$ cat src/rtl/master_bus_pkg.sv
// rtl/master_bus_pkg.sv - shared master bus instruction codes and FSM state encodings
package master_bus_pkg;

    localparam logic [1:0] INSTR_READ = 2'b11;

    localparam logic [2:0] ST_IDLE      = 3'd0;
    localparam logic [2:0] ST_HANDSHAKE = 3'd1;
    localparam logic [2:0] ST_RECEIVE   = 3'd2;
    localparam logic [2:0] ST_DONE      = 3'd3;
    localparam logic [2:0] ST_ERROR     = 3'd4;

    typedef enum logic [2:0] {
        S_IDLE      = ST_IDLE,
        S_HANDSHAKE = ST_HANDSHAKE,
        S_RECEIVE   = ST_RECEIVE,
        S_DONE      = ST_DONE,
        S_ERROR     = ST_ERROR
    } rx_state_t;

endpackage

$ cat src/rtl/master_rx_burst_if.sv
// rtl/master_rx_burst_if.sv - control, slave serial link and consumer word stream of the burst reader
interface master_rx_burst_if #(
    parameter int DATA_LEN  = 8,
    parameter int BURST_LEN = 12
) ();
    logic [1:0]           instruction;
    logic [BURST_LEN-1:0] burst_num;
    logic                 slave_valid;
    logic                 rx_data;
    logic                 master_ready;
    logic [DATA_LEN-1:0]  word_data;
    logic                 word_valid;
    logic                 word_ready;
    logic                 rx_done;
    logic                 rx_error;
    logic                 busy;

    modport master (
        input  instruction, burst_num, slave_valid, rx_data, word_ready,
        output master_ready, word_data, word_valid, rx_done, rx_error, busy
    );

    modport slave (
        output instruction, burst_num, slave_valid, rx_data, word_ready,
        input  master_ready, word_data, word_valid, rx_done, rx_error, busy
    );
endinterface

$ cat src/rtl/rx_word_fifo.sv
// rtl/rx_word_fifo.sv - synchronous word FIFO with count/full/empty; head reads as zero when empty
module rx_word_fifo #(
    parameter int DATA_LEN   = 8,
    parameter int FIFO_DEPTH = 4
) (
    input  logic                          clk,
    input  logic                          reset_n,
    input  logic                          push,
    input  logic [DATA_LEN-1:0]           push_data,
    input  logic                          pop,
    output logic [DATA_LEN-1:0]           pop_data,
    output logic [$clog2(FIFO_DEPTH):0]   count,
    output logic                          full,
    output logic                          empty
);
    localparam int AW = $clog2(FIFO_DEPTH);
    localparam int CW = AW + 1;

    logic [DATA_LEN-1:0] mem [FIFO_DEPTH];
    logic [AW-1:0]       wr_ptr;
    logic [AW-1:0]       rd_ptr;
    logic                do_push;
    logic                do_pop;

    assign full     = (count == CW'(FIFO_DEPTH));
    assign empty    = (count == '0);
    assign do_push  = push && !full;
    assign do_pop   = pop && !empty;
    assign pop_data = empty ? '0 : mem[rd_ptr];

    always_ff @(posedge clk) begin
        if (do_push) begin
            mem[wr_ptr] <= push_data;
        end
    end

    // Pointers wrap naturally because the depth is a power of two.
    always_ff @(posedge clk or negedge reset_n) begin
        if (!reset_n) begin
            wr_ptr <= '0;
            rd_ptr <= '0;
            count  <= '0;
        end else begin
            if (do_push) wr_ptr <= wr_ptr + 1'b1;
            if (do_pop)  rd_ptr <= rd_ptr + 1'b1;
            case ({do_push, do_pop})
                2'b10:   count <= count + 1'b1;
                2'b01:   count <= count - 1'b1;
                default: count <= count;
            endcase
        end
    end
endmodule

$ cat src/rtl/master_rx_burst.sv
// rtl/master_rx_burst.sv - burst serial read master: handshake per word, deserialise, buffer in FIFO
module master_rx_burst
    import master_bus_pkg::*;
#(
    parameter int DATA_LEN   = 8,
    parameter int BURST_LEN  = 12,
    parameter int FIFO_DEPTH = 4,
    parameter int MSB_FIRST  = 0,
    parameter int TIMEOUT    = 255
) (
    input  logic               clk,
    input  logic               reset_n,
    master_rx_burst_if.master  bus
);
    localparam int BIT_W = $clog2(DATA_LEN);
    localparam int TO_W  = $clog2(TIMEOUT + 1);
    localparam int CW    = $clog2(FIFO_DEPTH) + 1;

    rx_state_t            state;
    logic [BURST_LEN-1:0] burst_len_q;
    logic [BURST_LEN-1:0] word_cnt;
    logic [BIT_W-1:0]     bit_cnt;
    logic [TO_W-1:0]      to_cnt;
    logic [DATA_LEN-1:0]  shreg;
    logic [DATA_LEN-1:0]  word_next;
    logic [CW-1:0]        fifo_count;
    logic                 fifo_full;
    logic                 fifo_empty;
    logic                 last_bit;
    logic                 handshake;

    assign word_next = (MSB_FIRST != 0) ? {shreg[DATA_LEN-2:0], bus.rx_data}
                                        : {bus.rx_data, shreg[DATA_LEN-1:1]};
    assign last_bit  = (state == S_RECEIVE) && (bit_cnt == BIT_W'(DATA_LEN - 1));

    // Nothing is in flight while waiting for a handshake, so only the stored count matters.
    assign bus.master_ready = (state == S_HANDSHAKE) && (fifo_count < CW'(FIFO_DEPTH));
    assign handshake        = bus.master_ready && bus.slave_valid;
    assign bus.word_valid   = !fifo_empty;
    assign bus.rx_done      = (state == S_DONE);
    assign bus.rx_error     = (state == S_ERROR);
    assign bus.busy         = (state != S_IDLE);

    rx_word_fifo #(
        .DATA_LEN   (DATA_LEN),
        .FIFO_DEPTH (FIFO_DEPTH)
    ) u_fifo (
        .clk       (clk),
        .reset_n   (reset_n),
        .push      (last_bit && !fifo_full),
        .push_data (word_next),
        .pop       (bus.word_ready),
        .pop_data  (bus.word_data),
        .count     (fifo_count),
        .full      (fifo_full),
        .empty     (fifo_empty)
    );

    always_ff @(posedge clk or negedge reset_n) begin
        if (!reset_n) begin
            state       <= S_IDLE;
            burst_len_q <= '0;
            word_cnt    <= '0;
            bit_cnt     <= '0;
            to_cnt      <= '0;
            shreg       <= '0;
        end else begin
            case (state)
                S_IDLE: begin
                    if (bus.instruction == INSTR_READ) begin
                        burst_len_q <= bus.burst_num;
                        word_cnt    <= '0;
                        to_cnt      <= '0;
                        state       <= S_HANDSHAKE;
                    end
                end
                S_HANDSHAKE: begin
                    if (handshake) begin
                        bit_cnt <= '0;
                        to_cnt  <= '0;
                        state   <= S_RECEIVE;
                    end else if (bus.master_ready) begin
                        // A stalled (full) FIFO holds master_ready low and so never times out.
                        if (to_cnt == TO_W'(TIMEOUT - 1)) begin
                            state <= S_ERROR;
                        end else begin
                            to_cnt <= to_cnt + 1'b1;
                        end
                    end
                end
                S_RECEIVE: begin
                    shreg <= word_next;
                    if (last_bit) begin
                        if (word_cnt == burst_len_q) begin
                            state <= S_DONE;
                        end else begin
                            word_cnt <= word_cnt + 1'b1;
                            state    <= S_HANDSHAKE;
                        end
                    end else begin
                        bit_cnt <= bit_cnt + 1'b1;
                    end
                end
                S_DONE:  state <= S_IDLE;
                S_ERROR: state <= S_IDLE;
                default: state <= S_IDLE;
            endcase
        end
    end
endmodule

$ cat src/flat_wrapper.sv
// flat-port wrapper written by rule: the top's interface ports become plain ports
module master_rx_burst_flat import master_bus_pkg::*;
#(
    parameter int DATA_LEN   = 8,
    parameter int BURST_LEN  = 12,
    parameter int FIFO_DEPTH = 4,
    parameter int MSB_FIRST  = 0,
    parameter int TIMEOUT    = 255
)
  (clk, reset_n, bus_instruction, bus_burst_num, bus_slave_valid, bus_rx_data, bus_word_ready, bus_master_ready, bus_word_data, bus_word_valid, bus_rx_done, bus_rx_error, bus_busy);
  master_rx_burst_if #(.DATA_LEN(DATA_LEN), .BURST_LEN(BURST_LEN)) bus_i ();
  input  logic clk;
  input  logic reset_n;
  input wire logic [$bits(bus_i.instruction)-1:0] bus_instruction;
  input wire logic [$bits(bus_i.burst_num)-1:0] bus_burst_num;
  input wire logic [$bits(bus_i.slave_valid)-1:0] bus_slave_valid;
  input wire logic [$bits(bus_i.rx_data)-1:0] bus_rx_data;
  input wire logic [$bits(bus_i.word_ready)-1:0] bus_word_ready;
  output wire logic [$bits(bus_i.master_ready)-1:0] bus_master_ready;
  output wire logic [$bits(bus_i.word_data)-1:0] bus_word_data;
  output wire logic [$bits(bus_i.word_valid)-1:0] bus_word_valid;
  output wire logic [$bits(bus_i.rx_done)-1:0] bus_rx_done;
  output wire logic [$bits(bus_i.rx_error)-1:0] bus_rx_error;
  output wire logic [$bits(bus_i.busy)-1:0] bus_busy;
  assign bus_i.instruction = bus_instruction;
  assign bus_i.burst_num = bus_burst_num;
  assign bus_i.slave_valid = bus_slave_valid;
  assign bus_i.rx_data = bus_rx_data;
  assign bus_i.word_ready = bus_word_ready;
  assign bus_master_ready = bus_i.master_ready;
  assign bus_word_data = bus_i.word_data;
  assign bus_word_valid = bus_i.word_valid;
  assign bus_rx_done = bus_i.rx_done;
  assign bus_rx_error = bus_i.rx_error;
  assign bus_busy = bus_i.busy;
  master_rx_burst #(.DATA_LEN(DATA_LEN), .BURST_LEN(BURST_LEN), .FIFO_DEPTH(FIFO_DEPTH), .MSB_FIRST(MSB_FIRST), .TIMEOUT(TIMEOUT)) u_core (.clk(clk), .reset_n(reset_n), .bus(bus_i));
endmodule
$ cat config.mk
export PLATFORM = sky130hd
export DESIGN_NAME = master_rx_burst_flat
export DESIGN_NICKNAME = d
export VERILOG_FILES = /design/src/rtl/master_bus_pkg.sv /design/src/rtl/master_rx_burst_if.sv /design/src/rtl/rx_word_fifo.sv /design/src/rtl/master_rx_burst.sv /design/src/flat_wrapper.sv
export SDC_FILE = /design/constraint.sdc
export NUM_CORES = 1
export LEC_CHECK = 0
export ABC_AREA = 1
export BUFFER_PORTS_ARGS = -buffer_cell sky130_fd_sc_hd__buf_4
export CAP_MARGIN = 25
export CORE_UTILIZATION = 64
export DETAILED_ROUTE_END_ITERATION = 6
export GPL_TIMING_DRIVEN = 0
export PLACE_DENSITY = 0.95
export SLEW_MARGIN = 30
export SYNTH_ARGS = -nofsm -noshare
export SYNTH_HDL_FRONTEND = slang
export SYNTH_SLANG_ARGS = --single-unit
$ cat constraint.sdc
create_clock -name clk -period 5 [get_ports clk]
set_input_delay 0.25 -clock clk [delete_from_list [all_inputs] [get_ports clk]]
set_output_delay 0.25 -clock clk [all_outputs]
set_load 0.02 [all_outputs]
==> results by group, run 1 <==
Status
  • Status: complete, no violations

Place
  • Routability Congestion: 0.9431
  • Pre-CTS setup slack: 2.786 ns
  • Hpwl dp: 6097 µm
  • Port Buffers: 31

Clock network
  • CTS Sinks: 84
  • CTS tree: built
  • Clock Pin Slew Worst Setup and Hold Paths: 0.09 ns
  • H-tree levels: 3
  • Clk_lat worst skew: 0.36 ns
  • Inserted Clock Buffers: 9
  • Clock Tree Root: clkbuf_8
  • Resize count post-CTS: 0
  • Clk buf depth: 2

Worst setup path
  • Buf+Inv Stages, Crit Path: 4
  • Arrival @ worst endpoint: 2.54 ns
  • Worst setup path category: reg -> reg
  • Worst Path Required: 5.28 ns
  • CP Capture Type: flop
  • Critical path's largest stage delay: 0.42 ns
  • Top cell by count, worst path: inv_1
  • Crit-path slowest cell: dfrtp_1
  • Critical Path Source Type: flop
  • Critical-path cell list: inv_2, nand3_1, inv_1, buf_2, nand3_2, ha_1, inv_1, fa_1, o21ai_0
  • Cell family with most CP delay: adder cells
  • CP Max Fanout: 10

Logic synthesis
  • Synth cell types: 33
  • Fraction of registers with async set/reset: 0.6190
  • Gate count of the mapped netlist: 483
  • Ys flop type: dfrtp_1
  • Mapped Nets: 513
  • Synth warnings: 0
  • Number of synthesized flops with an enable pin: 32
  • #FFs+latches synth: 84
  • Synth Cell Area: 4185 µm²
  • Avg Inst Size Synth: 8.665 µm²
  • Sequential share of the synthesized area: 0.5405

Floorplan
  • Core region area: 6314 µm²
  • Width of the die: 82.87 µm
  • I/O pin count: 32
  • # rows: 29
  • Initial Util: 0.6629
  • Die footprint: 6867 µm²
  • Die H: 82.87 µm

STA
  • Slew Viols, Final: 0
  • Final hold viol count: 0
  • Final worst slack: 2.739 ns
  • Least-Margin Pin Slew: around 0.76 ns
  • Maximum clock rate: around 440 MHz
  • RSZ-0062 raised after global routing: false
  • Clk_skew: 0.006803 ns
  • Final setup fails: 0
  • Post-layout minimum cycle time: 2.261 ns
  • Setup_tns: 0 ns
  • Final period util: 0.4521
  • Slew headroom: 0.4940

Routing
  • Vias post-DR: 3373
  • Vias per cell: ~5.5
  • Final ANT Viol Nets: 0
  • Pre-antenna DRT Iters: 5
  • Routed length per instance: approximately 14 µm
  • Number of DRC markers in iteration 0: 234
  • Drt total wl: 8756 µm
  • Residual DRC: 0

Power
  • Power Dens Cells: 506.0 nW/µm²
  • Leak pwr: 2.141 nW
  • Maximum vdd drop: ~410 µV

Layout
  • Most frequent cells in the layout: nand2_1, nor2_1, dfrtp_1
  • Commonest non-fill, non-tap cell in the layout: nand2_1
  • Diode count: 0
  • Final-stage net count: about 560
  • Share of cells above drive strength 1: 0.1431
  • Layout area overhead: 13.27%

Global routing
  • Gr ovfl total: 0
  • Initial antenna violation count: 0
  • Largest net degree at the start of global routing: 53
  • First-pass GRT wire length: about 15000 µm
  • GRT Overall Usage: 0.2753
  • Vias in the first global route: 3502

Hold path
  • Worst Hold Class: in -> reg

Flow run
  • Max Cap Viol: 0
-- cell type report --
class | instances | area, µm²
multi-input cells | 333 | 1644
repair buffers | 32 | 242.7
plain buffers | 14 | 83.83
inverters | 52 | 195.2
fillers | 446 | 1573
clock buffers | 10 | 127.6
well taps | 77 | 96.34
flip-flops and latches | 84 | 2262
clock inverters | 6 | 88.84
-- stage by stage --
stage	hold slack [ns]	cell area, µm²	total power [mW]	utilization	cells
floorplan	-0.04559	4185	1.583	-	483
CTS	0.1014	4741	2.401	0.7509	608
global route	0.09462	4741	2.553	0.7509	608
finish	0.1041	4741	2.399	0.7509	608
global placement	0.3198	4514	1.811	0.7150	591
detailed placement	0.3220	4514	1.867	0.7150	591
-- state kept, by name, summed over array words and instances, names as in the netlist --
name,count
u_core.u_fifo.mem,32
u_core.burst_len_q,12
u_core.word_cnt,12
u_core.to_cnt,8
u_core.shreg,7
u_core.bit_cnt,3
u_core.state,3
u_core.u_fifo.count,3
u_core.u_fifo.rd_ptr,2
u_core.u_fifo.wr_ptr,2
-- final timing paths --
kind | slack, ns | depth (start not counted) | endpoint | from
hold / removal | 0.10 | 1 | u_core.u_fifo.mem[2][7]$_DFFE_PP_ | bus_rx_data
setup / recovery | 2.74 | 9 | u_core.u_fifo.count[1]$_DFFE_PN0P_ | u_core.state[0]$_DFFE_PN0P_
setup reg to reg | 2.74 | 9 | u_core.u_fifo.count[1]$_DFFE_PN0P_ | u_core.state[0]$_DFFE_PN0P_
hold reg to reg | 0.49 | 2 | u_core.bit_cnt[2]$_DFFE_PN0P_ | u_core.bit_cnt[2]$_DFFE_PN0P_
max in group asynchronous | 4.11 | 2 | u_core.word_cnt[0]$_DFFE_PN0P_ | reset_n
min in group asynchronous | 0.44 | 2 | u_core.to_cnt[5]$_DFFE_PN0P_ | reset_n
-- Yosys cell counts (4+ instances only) --
cell type / n / area, µm²
o21ai_1: 7 / 35.03
mux2_2: 6 / 67.56
inv_1: 48 / 180.2
nand2_1: 116 / 435.4
buf_2: 10 / 50.05
nor2_1: 78 / 292.8
nand4_1: 8 / 50.05
nand3_1: 29 / 145.1
xor2_1: 5 / 43.79
a21oi_1: 18 / 90.09
o21ai_0: 29 / 145.1
nor3_1: 4 / 20.02
xnor2_1: 5 / 43.79
dfrtp_1: 52 / 1301
ha_1: 10 / 125.1
edfxtp_1: 32 / 960.9
-- cell families (layout without fill, tap and decap cells) --
logic type / after synthesis / after routing / share of synthesized area
muxes: 6 / 6 / 0.01614
and+or+nand+nor: 245 / 245 / 0.2437
adders and majority gates: 11 / 11 / 0.03468
AOI/OAI and AO/OA: 61 / 61 / 0.07743
xor gates and xnor gates: 10 / 10 / 0.02093
DFF: 84 / 84 / 0.5405
buffers and inverters: 66 / 114 / 0.06666
-- layer usage --
metal  vias up  wire, µm  track usage
met5         -         0            0
met4         0       285       0.1505
met3        38       520      0.06163
met2       145      4431       0.4687
met1      1545      3519       0.3244
li1       1645         -            -
-- power by group --
part	leakage (nW)	internal (mW)	switching, mW
Combinational	1.06	0.337	0.543
Sequential	0.976	0.867	0.119
Clock	0.103	0.282	0.250
Total	2.14	1.49	0.912
-- repair_timing --
action,4_1_cts,5_1_grt
hold buffers,1,0
endpoints found under the hold margin,52,0
buffers inserted,0,0
Note: power is estimated with default switching activity, not from simulation.
==> inputs of run 2 (changes only) <==
Settings changed: ABC_AREA 1 to 0, CORE_UTILIZATION 64 to 54, PLACE_DENSITY 0.95 to 0.88.
Clock period 5 ns to 1.9 ns, I/O delays scaled along.
==> results by group, run 2 <==
Clock network
  • Clk_lat worst skew: about 0.37 ns
  • CTS Sinks: 84
  • Inserted Clock Buffers: 9
  • Clock Tree Root: clkbuf_8
  • H-tree levels: 3
  • Clk buf depth: 2
  • Clock Pin Slew Worst Setup and Hold Paths: 0.10 ns
  • CTS tree: built

Power
  • Leak pwr: around 2.1 nW
  • Maximum vdd drop: 806.0 µV
  • Power Dens Cells: 1233 nW/µm²
  • Pwr Total: 6.159 mW

Logic synthesis
  • Ys flop type: dfrtp_1
  • Synth Cell Area: 3970 µm²
  • #FFs+latches synth: 84
  • Cell taking the most area after synthesis: dfrtp_1
  • Synth top cells by count: nand2_1, dfrtp_1, edfxtp_1, xnor2_1, and2_1
  • Synth area leaders: dfrtp_1, edfxtp_1, nand2_1
  • Share of the synthesized area in the top cell type: 0.3278
  • Number of synthesized flops with an enable pin: 32
  • Most common cell in the synthesized netlist: nand2_1
  • Fraction of registers with async set/reset: 0.6190
  • Avg Inst Size Synth: about 11 µm²
  • Gate count of the mapped netlist: 350
  • Synth warnings: 0
  • Synth cell types: 48
  • Mapped Nets: 380
  • Sequential share of the synthesized area: 0.5698

Worst setup path
  • Arrival @ worst endpoint: 2.39 ns
  • R2R Path Start: u_core.bit_cnt[0]$_DFFE_PN0P_
  • Critical Path Source Type: flop
  • Worst Path Required: 2.21 ns
  • CP Max Fanout: 4
  • CP Capture Type: flop
  • Reg2reg setup slack: -0.18 ns
  • Worst setup path category: reg -> reg
  • R2r endpoint: u_core.word_cnt[11]$_DFFE_PN0P_
  • Worst Reg2Reg Path Length in Cells: 7

STA
  • Post-layout minimum cycle time: 2.082 ns
  • Slew Viols, Final: 0
  • Final setup fails: 4
  • Clk_skew: 0.01135 ns
  • Final worst slack: -0.1820 ns
  • Maximum clock rate: a little under 500 MHz
  • Final hold viol count: 0
  • Final period util: 1.096
  • Least-Margin Pin Slew: 0.6661 ns
  • Setup_tns: -0.5747 ns
  • Slew headroom: 0.5559
  • RSZ-0062 raised after global routing: true

Layout
  • Layout Cells excl Fill: slightly above 500
  • Layout fillers: roughly 440
  • Finished Cell Area: roughly 5000 µm²
  • Most frequent cells in the layout: nand2_1, dfrtp_1, buf_4
  • Share of cells above drive strength 1: 0.2857
  • Biggest register: u_core.u_fifo.mem
  • Final core occ: 0.7195
  • Number of flip-flops in the largest register: 32
  • Layout area overhead: 25.84%
  • Diode count: 0
  • Final-stage net count: approximately 450
  • Commonest non-fill, non-tap cell in the layout: nand2_1
  • Largest registers: u_core.u_fifo.mem (32), u_core.burst_len_q (12), u_core.word_cnt (12)

Routing
  • Residual DRC: 0
  • Pre-antenna DRT Iters: 4
  • Final ANT Viol Nets: 0
  • Vias per cell: 5.669
  • Vias post-DR: 2925
  • Routed length per instance: 16.25 µm
  • Drt total wl: roughly 8400 µm
  • Number of DRC markers in iteration 0: 171

Floorplan
  • Width of the die: 87.75 µm
  • # rows: 30
  • Initial Util: 0.5717
  • Core region area: 6944 µm²
  • Die H: 87.75 µm
  • Die footprint: 7699 µm²
  • I/O pin count: 32

Global routing
  • First-pass GRT wire length: 13550 µm
  • Initial antenna violation count: 0
  • Largest net degree at the start of global routing: 53
  • Vias in the first global route: 2925
  • GRT Overall Usage: 0.2349
  • Gr ovfl total: 0

Flow run
  • Max Cap Viol: 0

Place
  • Port Buffers: 31
  • Placed Area: 4388 µm²
  • Hpwl dp: 5364 µm
  • Routability Congestion: 0.8470
  • Placed cell count: 477

Hold path
  • Min-Delay Endpoint: u_core.state[1]$_DFFE_PN0P_
  • Worst Hold Class: in -> reg
  • Hold Path Depth: 3
  • Hold Startpoint: bus_slave_valid

Status
  • Failing checks: setup timing
  • Status: finished with violations
## run 2: metal layers
| layer | global-route usage | up-vias | share of wire |
|---|---|---|---|
| met3 | 0.03770 | 31 | 0.047 |
| met4 | 0.1177 | 0 | 0.031 |
| li1 | - | 1368 | - |
| met2 | 0.4080 | 109 | 0.52 |
| met5 | 0 | - | 0 |
| met1 | 0.2846 | 1417 | 0.40 |
## run 2: power by group
group | switching (mW) | internal, mW | leakage (nW)
clock network | 0.765 | 0.527 | 0.104
registers | 0.292 | 2.21 | 0.977
logic | 1.14 | 1.22 | 1.05
## run 2: logic make-up after synthesis
group,Yosys count,share of synthesized area
and+or+nand+nor,152,0.1922
DFF,84,0.5698
AOI/OAI and AO/OA,44,0.07249
buffers and inverters,26,0.02679
xor gates and xnor gates,21,0.04633
muxes,12,0.05578
adders and majority gates,11,0.03656
## run 2: through the flow
step | setup WS (ns) | hold slack (ns)
2_1_floorplan | -0.1078 | -0.2006
3_3_place_gp | -0.3766 | 0.1720
3_5_place_dp | -0.5197 | 0.1741
4_1_cts | -0.1640 | 0.02835
5_1_grt | -0.2404 | 0.04293
6_report | -0.1820 | 0.04020
## run 2: final cells by class
class / count / area (µm²) / share of cell area
Buffer: 9 / 71.32 / 0.01427
Clock buffer: 9 / 123.9 / 0.02479
Clock inverter: 7 / 78.83 / 0.01578
Inverter: 12 / 45.04 / 0.009016
Timing Repair Buffer: 59 / 531.8 / 0.1064
Sequential cell: 84 / 2267 / 0.4538
Multi-Input combinational cell: 240 / 1758 / 0.3519
Tap cell: 96 / 120.1 / 0.02404
## run 2: timing repair
| action | CTS | global route |
|---|---|---|
| buffers inserted | 12 | 2 |
| pin swaps | 8 | 6 |
| endpoints found under the hold margin | 69 | 0 |
| hold buffers | 14 | 0 |
| resized for setup | 40 | 23 |
| endpoints found under the setup margin | 63 | 68 |
| gates cloned | 1 | 0 |
## run 2: worst max path at each step
stage | from | to | slack (ns) | cells past startpoint
2_1_floorplan | u_core.u_fifo.count[2]$_DFFE_PN0P_ | u_core.u_fifo.count[2]$_DFFE_PN0P_ | -0.11 | 10
3_3_place_gp | u_core.state[2]$_DFFE_PN0P_ | u_core.word_cnt[11]$_DFFE_PN0P_ | -0.38 | 7
3_5_place_dp | u_core.state[2]$_DFFE_PN0P_ | u_core.word_cnt[8]$_DFFE_PN0P_ | -0.52 | 7
4_1_cts | u_core.u_fifo.count[2]$_DFFE_PN0P_ | u_core.u_fifo.count[1]$_DFFE_PN0P_ | -0.16 | 8
5_1_grt | u_core.bit_cnt[1]$_DFFE_PN0P_ | u_core.word_cnt[11]$_DFFE_PN0P_ | -0.24 | 7
6_report | u_core.bit_cnt[0]$_DFFE_PN0P_ | u_core.word_cnt[11]$_DFFE_PN0P_ | -0.18 | 7
## run 2: worst max-delay path: stages (launching register included)
cell and delay, ns:
dfrtp_1 0.37, ha_2 0.20, ha_4 0.17, nand2_4 0.07, a211o_4 0.33, or4_4 0.44, or3_1 0.34, a21oi_2 0.12
